==> config.mk <==
export PLATFORM = sky130hd
export DESIGN_NAME = replay_player
export DESIGN_NICKNAME = d
export VERILOG_FILES = /design/src/rtl/replay_player.sv
export SDC_FILE = /design/constraint.sdc
export NUM_CORES = 1
export LEC_CHECK = 0
export ABC_CLOCK_PERIOD_IN_PS = 2800
export CAP_MARGIN = 10
export CORE_MARGIN = 5
export CORE_UTILIZATION = 50
export DETAILED_ROUTE_END_ITERATION = 6
export PLACE_DENSITY_LB_ADDON = 0.2
export SLEW_MARGIN = 30
export SYNTH_ARGS = -nofsm -noshare
export SYNTH_HDL_FRONTEND = slang
export SYNTH_SLANG_ARGS = --single-unit
==> constraint.sdc <==
create_clock -name clk -period 2.8 [get_ports clk]
set_input_delay 0.28 -clock clk [delete_from_list [all_inputs] [get_ports clk]]
set_output_delay 0.28 -clock clk [all_outputs]
set_load 0.01 [all_outputs]
==> src/rtl/replay_player.sv <==
// Replay buffer playback engine: fetches one signed sample per sample_tick from
// replay RAM port B and presents it to the DAC/mixer path.
//
// state   | meaning
// --------+---------------------------------------------------------
// S_IDLE  | not playing; waits for play
// S_ARMED | playing; waits for the next sample_tick
// S_FETCH | ram_re issued at addr
// S_WAIT  | ram_data valid; captured, then advance, wrap or finish
module replay_player #(
    parameter int ADDR_WIDTH = 17,
    parameter int DATA_WIDTH = 16
) (
    input  logic                         clk,
    input  logic                         rst,
    input  logic                         play,
    input  logic                         stop,
    input  logic                         loop_en,
    input  logic        [ADDR_WIDTH-1:0] end_addr,
    input  logic                         sample_tick,
    output logic        [ADDR_WIDTH-1:0] ram_addr,
    output logic                         ram_re,
    input  logic signed [DATA_WIDTH-1:0] ram_data,
    output logic signed [DATA_WIDTH-1:0] sample_out,
    output logic                         sample_valid,
    output logic                         busy,
    output logic                         done,
    output logic                         tick_miss
);

    typedef enum logic [1:0] {
        S_IDLE,
        S_ARMED,
        S_FETCH,
        S_WAIT
    } state_t;

    state_t                  state;
    state_t                  state_nxt;
    logic [ADDR_WIDTH-1:0]   addr;
    logic [ADDR_WIDTH-1:0]   end_q;
    logic                    at_end;
    logic                    start;

    assign at_end   = (addr == end_q);
    assign start    = (state == S_IDLE) && play && !stop;
    assign ram_addr = addr;
    assign ram_re   = (state == S_FETCH);
    assign busy     = (state != S_IDLE);

    always_ff @(posedge clk) begin
        if (rst) begin
            state <= S_IDLE;
        end else begin
            state <= state_nxt;
        end
    end

    always_comb begin
        state_nxt = state;
        case (state)
            S_IDLE:  if (start) state_nxt = S_ARMED;
            S_ARMED: begin
                if (stop)             state_nxt = S_IDLE;
                else if (sample_tick) state_nxt = S_FETCH;
            end
            S_FETCH: state_nxt = stop ? S_IDLE : S_WAIT;
            S_WAIT: begin
                if (stop || (at_end && !loop_en)) state_nxt = S_IDLE;
                else                              state_nxt = S_ARMED;
            end
            default: state_nxt = S_IDLE;
        endcase
    end

    always_ff @(posedge clk) begin
        if (rst) begin
            addr         <= '0;
            end_q        <= '0;
            sample_out   <= '0;
            sample_valid <= 1'b0;
            done         <= 1'b0;
            tick_miss    <= 1'b0;
        end else begin
            sample_valid <= 1'b0;
            done         <= 1'b0;

            if (start) begin
                end_q     <= end_addr;
                addr      <= '0;
                tick_miss <= 1'b0;
            end

            // A tick while a fetch is outstanding is dropped, only flagged.
            if (sample_tick && (state == S_FETCH || state == S_WAIT)) begin
                tick_miss <= 1'b1;
            end

            if (stop && state != S_IDLE) begin
                sample_out <= '0;
            end else if (state == S_WAIT) begin
                sample_out   <= ram_data;
                sample_valid <= 1'b1;
                if (!at_end) begin
                    addr <= addr + 1'b1;
                end else if (loop_en) begin
                    addr <= '0;
                end else begin
                    done <= 1'b1;
                end
            end
        end
    end

endmodule

==> impl_table.tex <==
\begin{tabular}{lr}
\hline
Metric & Value \\
\hline
\multicolumn{2}{l}{\textbf{Status}} \\
\quad Result of the run & complete, no violations \\
\multicolumn{2}{l}{\textbf{Power and ir drop}} \\
\quad Cell internal power dissipation & $\sim$1100 uW \\
\quad Clock group share of total power & 0.328 \\
\quad Flop pwr share & 0.546 \\
\quad Power density over the cells & around 430 nW/um\^{}2 \\
\quad Power Total & 1480 uW \\
\quad Combinational share of power & 0.126 \\
\quad Switching power total & approximately 390 uW \\
\quad Worst IR Drop VDD & around 0.00033 V \\
\quad P\_leak & about 0.0013 uW \\
\quad Sw Ratio & 0.262 \\
\multicolumn{2}{l}{\textbf{Drt}} \\
\quad WL/cell & between 10 and 15 um \\
\quad Vias/cell & between 5 and 6 \\
\quad Vias after detailed routing & roughly 2400 \\
\quad Residual DRC count & 0 \\
\quad Post-detailed-routing wire length & around 6300 um \\
\quad Number of iterations in the first detailed-routing pass & 4 \\
\quad Final antenna-violating net count & 0 \\
\quad Detailed router's first-iteration violation count & 124 \\
\multicolumn{2}{l}{\textbf{Place}} \\
\quad IO buf count & 76 \\
\quad Placer Congestion & about 0.85 \\
\quad Detail Placement HPWL & about 4700 um \\
\multicolumn{2}{l}{\textbf{Timing}} \\
\quad RSZ-0062 raised after global routing & no \\
\quad Min Clock Period, post-route & between 2 and 2.5 ns \\
\quad Total Negative Setup Slacks & 0 ns \\
\quad Fin crit share & 0.742 \\
\quad Maximum achievable frequency & 481 MHz \\
\quad Hold violation total from the final report & 0 \\
\quad Total of endpoints with negative setup slack in the final report & 0 \\
\quad Final-report max-slew violation count & 0 \\
\quad Relative slew margins & 0.640 \\
\quad Least-Margin Pin Slew & about 0.54 ns \\
\quad Final worst clock skew & approximately 0.0072 ns \\
\multicolumn{2}{l}{\textbf{CTS}} \\
\quad TritonCTS clock tree & built \\
\quad Skew-Pair Late Insertion Delay & between 0.3 and 0.4 ns \\
\quad Clock slew at reported path FFs & about 0.11 ns \\
\quad Clock tree buffer depth & 2 \\
\quad Library cell used as clock root buffer & sky130\_fd\_sc\_hd\_\_clkbuf\_8 \\
\quad Resized cells post-CTS & 0 \\
\quad CTS H-tree lvls & 2 \\
\quad Clock net sink count & 55 \\
\quad Hold buffer count at CTS & 0 \\
\quad Number of buffers created by CTS & 5 \\
\quad Setup fix buffers added after clock tree synthesis & 0 \\
\multicolumn{2}{l}{\textbf{Setup path}} \\
\quad Critical path required time & 3.01 ns \\
\quad Cell with the largest stage delay on the worst path & sky130\_fd\_sc\_hd\_\_dfxtp\_1 \\
\quad R2R depth & 5 \\
\quad Setup slack of the most critical reg-to-reg path & roughly 0.72 ns \\
\quad Capturing element type of the critical path & flop \\
\quad End of the worst register-to-register path & ram\_addr[13] \\
\quad Classification of the worst setup path & flop to flop \\
\quad Reg2reg start & state[1] \\
\quad Data arrival time of the critical path & 2.29 ns \\
\quad Slowest cell delay on critical path & between 0.5 and 0.6 ns \\
\quad Worst-path cell chain & nand2\_2 > nor2\_1 > nor3\_2 > a21o\_1 > a221o\_1 \\
\quad CP startpoint kind & flop \\
\quad CP max FO & 19 \\
\multicolumn{2}{l}{\textbf{Final layout}} \\
\quad Post-synthesis to final-layout area growth & 34.7\% \\
\quad Final \#Nets & 417 \\
\quad Fraction of final layout cells with drive strength greater than 1 & 0.0556 \\
\quad Antenna diode count & 0 \\
\multicolumn{2}{l}{\textbf{Global route}} \\
\quad Global-route wire length before repair & between 10000 and 15000 um \\
\quad Total global-route track usage & 0.199 \\
\quad Largest net degree at the start of global routing & 20 \\
\quad Total congestion overflow & 0 \\
\quad Via count of the first global-routing pass & 2123 \\
\quad Antenna violations before repair & 0 \\
\quad Routing usage on met3 & 0.0820 \\
\quad Global-route met1 utilization & 0.242 \\
\quad Global-route track usage on met2 & 0.318 \\
\quad Gr busiest metal & met2 \\
\multicolumn{2}{l}{\textbf{Hold path}} \\
\quad HP Start & sample\_out[3] \\
\quad Count of cells along the worst hold path & 2 \\
\quad Terminating pin of the worst hold path & sample\_out[3] \\
\quad Hold crit path type & flop to flop \\
\multicolumn{2}{l}{\textbf{Logic synthesis}} \\
\quad EDFF count, synth & 0 \\
\quad Cell area after technology mapping & 2550 um\^{}2 \\
\quad Proportion of synthesized chip area in sequential cells & 0.432 \\
\quad Post-Synthesis Mean Instance Area & 8.21 um\^{}2 \\
\quad Predominant post-synthesis flop cell & sky130\_fd\_sc\_hd\_\_dfxtp\_1 \\
\quad Number of storage elements in the synthesis netlist & 55 \\
\quad Post-Synthesis Cells & just over 300 \\
\quad Fraction of registers with async set or reset after synthesis & 0 \\
\quad Count of distinct cell types in the synthesized netlist & between 40 and 50 \\
\quad Net count of the mapped netlist & between 300 and 400 \\
\quad Warnings, synthesis & 0 \\
\multicolumn{2}{l}{\textbf{Floorplanning}} \\
\quad I/O pin cnt & 77 \\
\quad Core Box Area & 5040 um\^{}2 \\
\quad Overall die area & 6620 um\^{}2 \\
\quad Row cnt & 26 \\
\quad Die span in y & slightly above 80 um \\
\quad Starting utilization of the core area & 0.505 \\
\quad Chip width & between 80 and 90 um \\
\multicolumn{2}{l}{\textbf{Job}} \\
\quad Max-cap check violation count & 0 \\
\hline
\end{tabular}
[cells in the final DEF (no fill, tap or decap), types with 3 or more instances in the layout]
master | netlist | final
sky130_fd_sc_hd__a21oi_1 | 41 | 41
sky130_fd_sc_hd__a22o_1 | 6 | 6
sky130_fd_sc_hd__and3_1 | 3 | 3
sky130_fd_sc_hd__xor2_1 | 18 | 18
sky130_fd_sc_hd__clkbuf_8 | 0 | 6
sky130_fd_sc_hd__dfxtp_1 | 55 | 55
sky130_fd_sc_hd__nor4_1 | 3 | 3
sky130_fd_sc_hd__clkdlybuf4s50_1 | 0 | 76
sky130_fd_sc_hd__o221ai_1 | 4 | 4
sky130_fd_sc_hd__a221o_1 | 3 | 3
sky130_fd_sc_hd__xnor2_1 | 5 | 5
sky130_fd_sc_hd__and4_1 | 4 | 4
sky130_fd_sc_hd__buf_4 | 1 | 5
sky130_fd_sc_hd__nand2_1 | 74 | 74
sky130_fd_sc_hd__nand4_1 | 6 | 6
sky130_fd_sc_hd__nor3_1 | 7 | 7
sky130_fd_sc_hd__inv_1 | 5 | 5
sky130_fd_sc_hd__nand3_1 | 11 | 11
sky130_fd_sc_hd__nor2_1 | 9 | 9
sky130_fd_sc_hd__nor2b_1 | 3 | 3
[layer usage]
metal / routed length [um] / share of wire
met1: 2610 / 0.41
met2: 2970 / 0.47
met3: 639 / 0.10
met4: 76 / 0.012
met5: 0 / 0
[Yosys cell counts, types with 2 or more instances]
| master | count | area share |
|---|---|---|
| sky130_fd_sc_hd__nand2_1 | 74 | 0.11 |
| sky130_fd_sc_hd__dfxtp_1 | 55 | 0.43 |
| sky130_fd_sc_hd__a21oi_1 | 41 | 0.081 |
| sky130_fd_sc_hd__xor2_1 | 18 | 0.062 |
| sky130_fd_sc_hd__clkbuf_1 | 11 | 0.016 |
| sky130_fd_sc_hd__nand3_1 | 11 | 0.022 |
| sky130_fd_sc_hd__nor2_1 | 9 | 0.013 |
| sky130_fd_sc_hd__nor3_1 | 7 | 0.014 |
| sky130_fd_sc_hd__a22o_1 | 6 | 0.021 |
| sky130_fd_sc_hd__nand4_1 | 6 | 0.015 |
| sky130_fd_sc_hd__inv_1 | 5 | 0.0074 |
| sky130_fd_sc_hd__xnor2_1 | 5 | 0.017 |
| sky130_fd_sc_hd__and4_1 | 4 | 0.014 |
| sky130_fd_sc_hd__buf_2 | 4 | 0.0079 |
| sky130_fd_sc_hd__o221ai_1 | 4 | 0.014 |
| sky130_fd_sc_hd__a221o_1 | 3 | 0.012 |
| sky130_fd_sc_hd__and3_1 | 3 | 0.0074 |
| sky130_fd_sc_hd__buf_6 | 3 | 0.013 |
| sky130_fd_sc_hd__nor2b_1 | 3 | 0.0074 |
| sky130_fd_sc_hd__nor4_1 | 3 | 0.0074 |
| sky130_fd_sc_hd__a21o_1 | 2 | 0.0059 |
| sky130_fd_sc_hd__a32o_1 | 2 | 0.0079 |
| sky130_fd_sc_hd__and2_1 | 2 | 0.0049 |
| sky130_fd_sc_hd__mux2i_1 | 2 | 0.0079 |
| sky130_fd_sc_hd__nand2_2 | 2 | 0.0049 |
| sky130_fd_sc_hd__o21ai_0 | 2 | 0.0039 |
| sky130_fd_sc_hd__or3_1 | 2 | 0.0049 |
[through the flow]
stage	util	hold WS (ns)	instances	setup slack (ns)	cell area [um^2]
2_1_floorplan	-	0.358	310	1.02	2550
3_3_place_gp	0.660	0.441	440	0.640	3330
3_5_place_dp	0.660	0.447	440	0.615	3330
4_1_cts	0.680	0.461	448	0.713	3430
5_1_grt	0.680	0.472	448	0.524	3430
6_report	0.680	0.461	448	0.721	3430
[power groups by stage]
stage	sequential [uW]	combinational (uW)	clock (uW)
floorplan	824	108	0
finish	809	187	486
detailed placement	827	186	0
global placement	826	185	0
global route	811	203	535
CTS	809	187	491
[sequential cells by signal, summed over array words and instances (netlist names)]
name and flops:
state 2, sample_valid 1, ram_addr 17, tick_miss 1, sample_out 16, done 1, end_q 17
[layout make-up]
type,instances,area (um^2)
Timing Repair Buffer,81,798
Fill cell,432,1610
Tap cell,70,87.6
Inverter,6,22.5
Sequential cell,55,1100
Clock inverter,2,17.5
Multi-Input combinational cell,228,1320
Clock buffer,6,82.6
[cells by family (layout without fill, tap and decap cells)]
family                   after synthesis  after routing  synth area share
AND/OR/NAND/NOR                      131            131             0.244
flip-flops                            55             55             0.432
buffers and inverters                 27             95            0.0526
adder cells (fa/ha/maj)                1              1           0.00491
XOR/XNOR                              23             23            0.0791
AO/OA/AOI/OAI                         71             71             0.179
multiplexers                           2              2           0.00786
[worst max-delay path: cells and delay by family (launching register included)]
kind,cells,cell delay (ns)
and+or+nand+nor,3,0.74
AOI/OAI and AO/OA,2,0.67
DFF,1,0.55
[worst max-delay path by stage]
stage                 from      endpoint  slack, ns  depth (start not counted)
2_1_floorplan  ram_addr[4]  ram_addr[10]       1.02                          8
5_1_grt           state[1]  ram_addr[13]       0.52                          5
6_report          state[1]  ram_addr[13]       0.72                          5
3_5_place_dp          stop   ram_addr[6]       0.61                          6
4_1_cts           state[1]  ram_addr[13]       0.71                          5
3_3_place_gp          stop  ram_addr[13]       0.64                          6
Note: power is estimated with default switching activity, not from simulation.
